--- config.mk ---
export PLATFORM = sky130hd
export DESIGN_NAME = pet_needs_engine
export DESIGN_NICKNAME = d
export VERILOG_FILES = /design/src/rtl/pet_pkg.sv /design/src/rtl/pet_needs_engine_need_channel.sv /design/src/rtl/pet_needs_engine.sv
export SDC_FILE = /design/constraint.sdc
export NUM_CORES = 1
export LEC_CHECK = 0
export CAP_MARGIN = 20
export CORE_ASPECT_RATIO = 0.9
export CORE_MARGIN = 4
export CORE_UTILIZATION = 47
export DETAILED_ROUTE_END_ITERATION = 6
export PLACE_DENSITY = 0.69
export REMOVE_ABC_BUFFERS = 1
export SLEW_MARGIN = 40
export SYNTH_ARGS = -nofsm -noshare
export SYNTH_HDL_FRONTEND = slang
export SYNTH_HIERARCHICAL = 1
export SYNTH_SLANG_ARGS = --single-unit
export TNS_END_PERCENT = 5
--- constraint.sdc ---
create_clock -name clk -period 5.2 [get_ports clk]
set_input_delay 0.78 -clock clk [delete_from_list [all_inputs] [get_ports clk]]
set_output_delay 0.78 -clock clk [all_outputs]
set_load 0.01 [all_outputs]
--- src/rtl/pet_pkg.sv ---
// Shared definitions for the pet needs engine: top-level state encoding
// and the default parameter values used by every module in this slice.
package pet_pkg;

    typedef enum logic [1:0] {
        ALIVE = 2'd0,
        TEST  = 2'd1,
        DEAD  = 2'd2
    } top_state_e;

    localparam int DEF_NUM_NEEDS   = 4;
    localparam int DEF_LVL_W       = 3;
    localparam int DEF_LVL_MAX     = 5;
    localparam int DEF_CLK_PER_SEC = 50;
    localparam int DEF_PER_W       = 7;
    localparam int DEF_LOW_THR     = 2;
    localparam int DEF_HARM_PER    = 10;

endpackage

--- src/rtl/pet_needs_engine_need_channel.sv ---
// One need channel: a level in 1..LVL_MAX plus a seconds timer that
// drives periodic decay. Care raises the level, test-mode inc/dec nudge
// it, and force_zero pins it to 0 once the pet has died.
module need_channel
    import pet_pkg::*;
#(
    parameter int LVL_W   = DEF_LVL_W,
    parameter int LVL_MAX = DEF_LVL_MAX,
    parameter int PER_W   = DEF_PER_W
) (
    input  logic             clk,
    input  logic             rst,
    input  logic             sec_tick,
    input  logic [PER_W-1:0] decay_per,
    input  logic             run_en,
    input  logic             test_en,
    input  logic             care,
    input  logic             inc,
    input  logic             dec,
    input  logic             force_zero,
    output logic [LVL_W-1:0] level
);

    localparam logic [LVL_W-1:0] LVL_FULL = LVL_W'(LVL_MAX);
    localparam logic [LVL_W-1:0] LVL_ONE  = LVL_W'(1);

    logic [LVL_W-1:0] level_q, level_d;
    logic [PER_W-1:0] timer_q, timer_d;
    logic             decay_on;
    logic             decay_ev;

    // A period of 0 turns decay off; >= guards against a period shrunk
    // below the current timer value.
    assign decay_on = (decay_per != '0);
    assign decay_ev = sec_tick && decay_on && (timer_q >= decay_per - PER_W'(1));

    // Next level/timer: death overrides all, then ALIVE care/decay, then test nudges.
    always_comb begin
        // NOTE: every signal gets a default first so no path leaves it unassigned (no latch).
        level_d = level_q;
        timer_d = timer_q;
        if (force_zero) begin
            level_d = '0;
        end else if (run_en) begin
            if (care) begin
                // Care beats a coincident decay event and restarts the period.
                if (level_q < LVL_FULL) level_d = level_q + LVL_ONE;
                timer_d = '0;
            end else if (decay_ev) begin
                if (level_q > LVL_ONE) level_d = level_q - LVL_ONE;
                timer_d = '0;
            end else if (sec_tick && decay_on) begin
                timer_d = timer_q + PER_W'(1);
            end
        end else if (test_en) begin
            if (inc && !dec && (level_q < LVL_FULL)) begin
                level_d = level_q + LVL_ONE;
            end else if (dec && !inc && (level_q > LVL_ONE)) begin
                level_d = level_q - LVL_ONE;
            end
        end
    end

    // Level and timer registers with synchronous active-low reset.
    always_ff @(posedge clk) begin
        // NOTE: sequential state uses non-blocking assignments only.
        if (!rst) begin
            level_q <= LVL_FULL;
            timer_q <= '0;
        end else begin
            level_q <= level_d;
            timer_q <= timer_d;
        end
    end

    assign level = level_q;

endmodule

--- src/rtl/pet_needs_engine.sv ---
// Virtual pet needs engine: a seconds prescaler, NUM_NEEDS decaying need
// channels, a health level worn down by prolonged critical need, and a
// top FSM (ALIVE / TEST / DEAD) with a test mode for manual adjustment.
module pet_needs_engine
    import pet_pkg::*;
#(
    parameter int NUM_NEEDS   = DEF_NUM_NEEDS,
    parameter int LVL_W       = DEF_LVL_W,
    parameter int LVL_MAX     = DEF_LVL_MAX,
    parameter int CLK_PER_SEC = DEF_CLK_PER_SEC,
    parameter int PER_W       = DEF_PER_W,
    parameter int LOW_THR     = DEF_LOW_THR,
    parameter int HARM_PER    = DEF_HARM_PER
) (
    input  logic                                 clk,
    input  logic                                 rst,
    input  logic [NUM_NEEDS*PER_W-1:0]           decay_per,
    input  logic [NUM_NEEDS-1:0]                 care,
    input  logic                                 heal,
    input  logic                                 test_tgl,
    input  logic                                 sel_next,
    input  logic                                 inc,
    input  logic                                 dec,
    output logic [NUM_NEEDS*LVL_W-1:0]           levels,
    output logic [LVL_W-1:0]                     health,
    output logic                                 dead,
    output logic                                 test_mode,
    output logic [$clog2(NUM_NEEDS+1)-1:0]       sel,
    output logic                                 sec_tick
);

    localparam int SEL_W  = $clog2(NUM_NEEDS + 1);
    localparam int PRE_W  = (CLK_PER_SEC > 1) ? $clog2(CLK_PER_SEC) : 1;
    localparam int HARM_W = $clog2(HARM_PER + 1);

    localparam logic [PRE_W-1:0]  PRE_LAST   = PRE_W'(CLK_PER_SEC - 1);
    localparam logic [HARM_W-1:0] HARM_LAST  = HARM_W'(HARM_PER - 1);
    localparam logic [SEL_W-1:0]  SEL_HEALTH = SEL_W'(NUM_NEEDS);
    localparam logic [LVL_W-1:0]  LVL_FULL   = LVL_W'(LVL_MAX);
    localparam logic [LVL_W-1:0]  LVL_ONE    = LVL_W'(1);
    localparam logic [LVL_W-1:0]  LVL_LOW    = LVL_W'(LOW_THR);

    top_state_e        state_q, state_d;
    logic [PRE_W-1:0]  pre_q, pre_d;
    logic              sec_tick_q, sec_tick_d;
    logic [HARM_W-1:0] harm_q, harm_d;
    logic [LVL_W-1:0]  health_q, health_d;
    logic [SEL_W-1:0]  sel_q, sel_d;
    logic              any_low;
    logic              harm_hit;
    logic              health_sel;

    assign health_sel = (sel_q == SEL_HEALTH);

    // Prescaler wraps at CLK_PER_SEC-1; the tick flop is high while the count sits there.
    always_comb begin
        pre_d      = (pre_q == PRE_LAST) ? '0 : pre_q + PRE_W'(1);
        sec_tick_d = (pre_d == PRE_LAST);
    end

    // Any channel at or below the critical threshold keeps the harm counter running.
    always_comb begin
        any_low = 1'b0;
        for (int i = 0; i < NUM_NEEDS; i++) begin
            if (levels[i*LVL_W +: LVL_W] <= LVL_LOW) any_low = 1'b1;
        end
    end

    // Harm counter and health: harm wears health down, heal wins a same-cycle tie.
    always_comb begin
        harm_d   = harm_q;
        harm_hit = 1'b0;
        health_d = health_q;
        unique case (state_q)
            ALIVE: begin
                if (!any_low) begin
                    harm_d = '0;
                end else if (sec_tick_q) begin
                    if (harm_q >= HARM_LAST) begin
                        harm_d   = '0;
                        harm_hit = 1'b1;
                    end else begin
                        harm_d = harm_q + HARM_W'(1);
                    end
                end
                if (heal) begin
                    if (health_q < LVL_FULL) health_d = health_q + LVL_ONE;
                end else if (harm_hit) begin
                    health_d = health_q - LVL_ONE;
                end
            end
            TEST: begin
                if (health_sel) begin
                    if (inc && !dec && (health_q < LVL_FULL)) begin
                        health_d = health_q + LVL_ONE;
                    end else if (dec && !inc && (health_q > LVL_ONE)) begin
                        health_d = health_q - LVL_ONE;
                    end
                end
            end
            DEAD: begin
                health_d = '0;
            end
            default: begin
                health_d = health_q;
            end
        endcase
    end

    // Top FSM next state: death is checked before the test toggle and is terminal.
    always_comb begin
        state_d = state_q;
        unique case (state_q)
            ALIVE: begin
                if (health_d == '0) begin
                    state_d = DEAD;
                end else if (test_tgl) begin
                    state_d = TEST;
                end
            end
            TEST: begin
                if (test_tgl) state_d = ALIVE;
            end
            DEAD: begin
                state_d = DEAD;
            end
            default: begin
                state_d = ALIVE;
            end
        endcase
    end

    // Selector steps through the channels then health, only while in test mode.
    always_comb begin
        sel_d = sel_q;
        if ((state_q == TEST) && sel_next) begin
            sel_d = health_sel ? '0 : sel_q + SEL_W'(1);
        end
    end

    // Engine registers; reset overrides every other input on the same edge.
    always_ff @(posedge clk) begin
        if (!rst) begin
            state_q    <= ALIVE;
            pre_q      <= '0;
            sec_tick_q <= 1'b0;
            harm_q     <= '0;
            health_q   <= LVL_FULL;
            sel_q      <= '0;
        end else begin
            state_q    <= state_d;
            pre_q      <= pre_d;
            sec_tick_q <= sec_tick_d;
            harm_q     <= harm_d;
            health_q   <= health_d;
            sel_q      <= sel_d;
        end
    end

    // Channels are zeroed on the same edge the FSM enters DEAD.
    for (genvar gi = 0; gi < NUM_NEEDS; gi++) begin : g_ch
        need_channel #(
            .LVL_W   (LVL_W),
            .LVL_MAX (LVL_MAX),
            .PER_W   (PER_W)
        ) u_need_channel (
            .clk        (clk),
            .rst        (rst),
            .sec_tick   (sec_tick_q),
            .decay_per  (decay_per[gi*PER_W +: PER_W]),
            .run_en     (state_q == ALIVE),
            .test_en    (state_q == TEST),
            .care       (care[gi]),
            .inc        (inc && (sel_q == SEL_W'(gi))),
            .dec        (dec && (sel_q == SEL_W'(gi))),
            .force_zero (state_d == DEAD),
            .level      (levels[gi*LVL_W +: LVL_W])
        );
    end

    assign health    = health_q;
    assign dead      = (state_q == DEAD);
    assign test_mode = (state_q == TEST);
    assign sel       = sel_q;
    assign sec_tick  = sec_tick_q;

endmodule

==> results.json <==
{
  "final_util_pct": 57.4,
  "yosys.area.top_type": "dfxtp_1",
  "start_util_pct": 48.0,
  "synthMuxAreaShare_pct": 1.96,
  "wirelength_mm": 12.3,
  "hold_class": "reg2reg",
  "ir_drop_mv": 0.190,
  "fill_cells": 985,
  "outcome": "finished, final reports clean",
  "gp_congestion": 0.884,
  "synthAdderAreaFrac_pct": 16.0,
  "syn-cell-area_um2": 5160,
  "criticalPathCategory": "in2reg",
  "grt_usage_pct": 19.7,
  "finalCritPeriodShare_pct": 73.4,
  "place_ws_ns": 1.15,
  "clock_skew_ns": 0.00519,
  "nNetsFinal": 788,
  "post_synth.cell_area_avg_um2": 8.33,
  "end_kind": "register",
  "crit_path_cell_trace": "clkdlybuf4s50_1 -> inv_1 -> o311ai_0 -> o21ai_1 -> a211oi_2 -> nand3_2 -> nor2_1 -> buf_4 -> nor2b_1 -> o21ai_0 -> o21ai_1 -> nor2_1",
  "synth_top_family_by_area": "simple AND/OR/NAND/NOR gates",
  "power_switching_share_pct": 42.0,
  "cap_viol_max_count": 0,
  "first_iter_violations": 303,
  "finalSetupViolCount": 0,
  "holdWs_ns": 0.478,
  "synth_edf_count": 0,
  "yosys.area_share.simple_pct": 23.6,
  "synth_top_area_share_pct": 22.9,
  "clkLatencyLatePin_ns": 0.33,
  "relSlewSlack_pct": 45.9,
  "timing.final.crit_period_ns": 3.82,
  "critPathMaxStageDelay_ns": 0.62,
  "die_w_um": 118,
  "grt_pass1_vias": 4553,
  "clk_path_buf_depth": 2,
  "drt_pre_antenna_iters": 5,
  "cp-start-kind": "input pin",
  "vias": 4703,
  "place_area_um2": 5890,
  "worstMarginPinSlew_ns": 0.810,
  "synth_compound_area_share_pct": 21.7,
  "cts_tree": "done",
  "slew_viol_final": 0,
  "synthTopCellsByArea": "dfxtp_1 (23%), ha_1 (16%), xnor2_1 (6.8%)",
  "seq_area_frac_synth_pct": 22.9,
  "ys.flop_type": "dfxtp_1",
  "core_area_um2": 10800,
  "power_frac_seq_pct": 26.6,
  "synth_cell_types": 75,
  "cts_buffers": 9,
  "cts_resized": 0,
  "p_int_mw": 1.44,
  "power.leakage_nw": 2.48,
  "p_clk_share_pct": 23.2,
  "power_mw": 2.49,
  "cts.sinks": 59,
  "ys_warn_count": 6,
  "crit_required_ns": 5.46,
  "cp.arrival_ns": 4.08,
  "rsz0062_at_grt": "no",
  "place_inst": 805,
  "post_drt_wl_per_cell_um": 15.0,
  "grt_pass1_wl_mm": 20.8,
  "drc": 0,
  "io_buffers": 59,
  "cts_root_buf": "clkbuf_16",
  "synth_cells": 620,
  "die-area_um2": 12700,
  "die_y_um": 107,
  "htreeDepth": 3,
  "combPwrFrac_pct": 50.2,
  "diodes": 0,
  "io_pins": 60,
  "vias_per_cell": 5.74,
  "instances_no_fill": 820,
  "hold_viol": 0,
  "holdBufCountCts": 0,
  "critPathMaxFanout": 14,
  "synth_commonest_cells": "ha_1 (66), dfxtp_1 (59), inv_1 (57), nor2_1 (57), nand2_1 (48)",
  "power_switching_mw": 1.04,
  "final.setup.tns_ns": 0,
  "stdcell_area_um2": 6170,
  "fin_ws_ns": 1.38,
  "post-dp-hpwl_mm": 9.30,
  "syn2layout_area_growth_pct": 19.6,
  "yosys.cell_count.top_type": "ha_1",
  "yosys_register_bits": 59,
  "grt_overflow": 0,
  "ant_nets": 0,
  "async_flop_share_pct": 0,
  "cpMaxStageDelayCell": "clkdlybuf4s50_1",
  "postCtsSetupRepairBufs": 0,
  "drive_gt1_share_pct": 8.59,
  "fmax_mhz": 262,
  "grt_max_degree": 30,
  "antenna_found_initial": 0,
  "synth-xor-area-share_pct": 8.82,
  "clkTransAtPathRegs_ns": 0.05,
  "cellPowerDensity_nw_per_um2": 402,
  "rows": 36
}
## layer usage
metal / vias to the layer above / part of all wire (%) / GRT usage (%)
met2: 132 / 47 / 33.0
met4: 0 / 1.4 / 7.20
met5: - / 0 / 0
met1: 2209 / 47 / 24.7
met3: 22 / 5.3 / 4.78
li1: 2340 / - / -
## power by group through the flow
stage | clock [mW] | sequential (mW) | combinational (mW)
final | 0.576 | 0.661 | 1.25
after global routing | 0.613 | 0.677 | 1.38
after CTS | 0.592 | 0.658 | 1.24
after detailed placement | 0 | 0.667 | 1.23
after global placement | 0 | 0.663 | 1.19
after floorplan | 0 | 0.649 | 0.878
## flip-flops by register name, summed over array words and instances, names as in the netlist
signal and cells:
g_ch.u_need_channel/level 12, g_ch.u_need_channel/timer_q 28, harm_q 4, pre_q 6
health 3, state_q 2, sec_tick 1, sel 3
## logic make-up (layout without fill, tap and decap cells)
| kind of cell | count (synthesis) | in the layout |
|---|---|---|
| xor+xnor | 52 | 52 |
| mux | 10 | 10 |
| fa+ha+maj | 66 | 66 |
| buf+inv | 67 | 134 |
| flops | 59 | 59 |
| simple gates | 227 | 227 |
| compound gates | 139 | 139 |
## placed cells by master (no fill, tap or decap), drive strengths merged, types with 20 or more instances in the layout
cell type	count
ha	66
dfxtp	59
clkdlybuf4s50	59
inv	58
nor2	57
nand2	48
xnor2	40
nor2b	26
o21ai	23
a21oi	20
## path summary, 6_finish.rpt
check,from,endpoint,slack (ns),depth (start not counted)
worst max-delay path,heal,g_ch[0].u_need_channel/timer_q[0],1.38,12
worst min-delay path,pre_q[0],pre_q[0],0.48,1
worst max register to register,health[0],g_ch[3].u_need_channel/timer_q[4],1.43,12
worst min register to register,pre_q[0],pre_q[0],0.48,1
## final cells by class
class,instances,area (um^2),area share (%)
clock buffers,9,225,3.65
clock inverters,6,57.6,0.932
inverters,58,218,3.53
multi-input cells,494,3720,60.3
flip-flops and latches,59,1180,19.1
well taps,133,166,2.70
repair buffers,61,606,9.81
## critical path: cells and delay by family
kind / cells / cell delay (ns)
AOI/OAI and AO/OA: 5 / 1.26
buffers and inverters: 3 / 1.06
and+or+nand+nor: 4 / 0.97
Power figures use the tool's default switching activity.
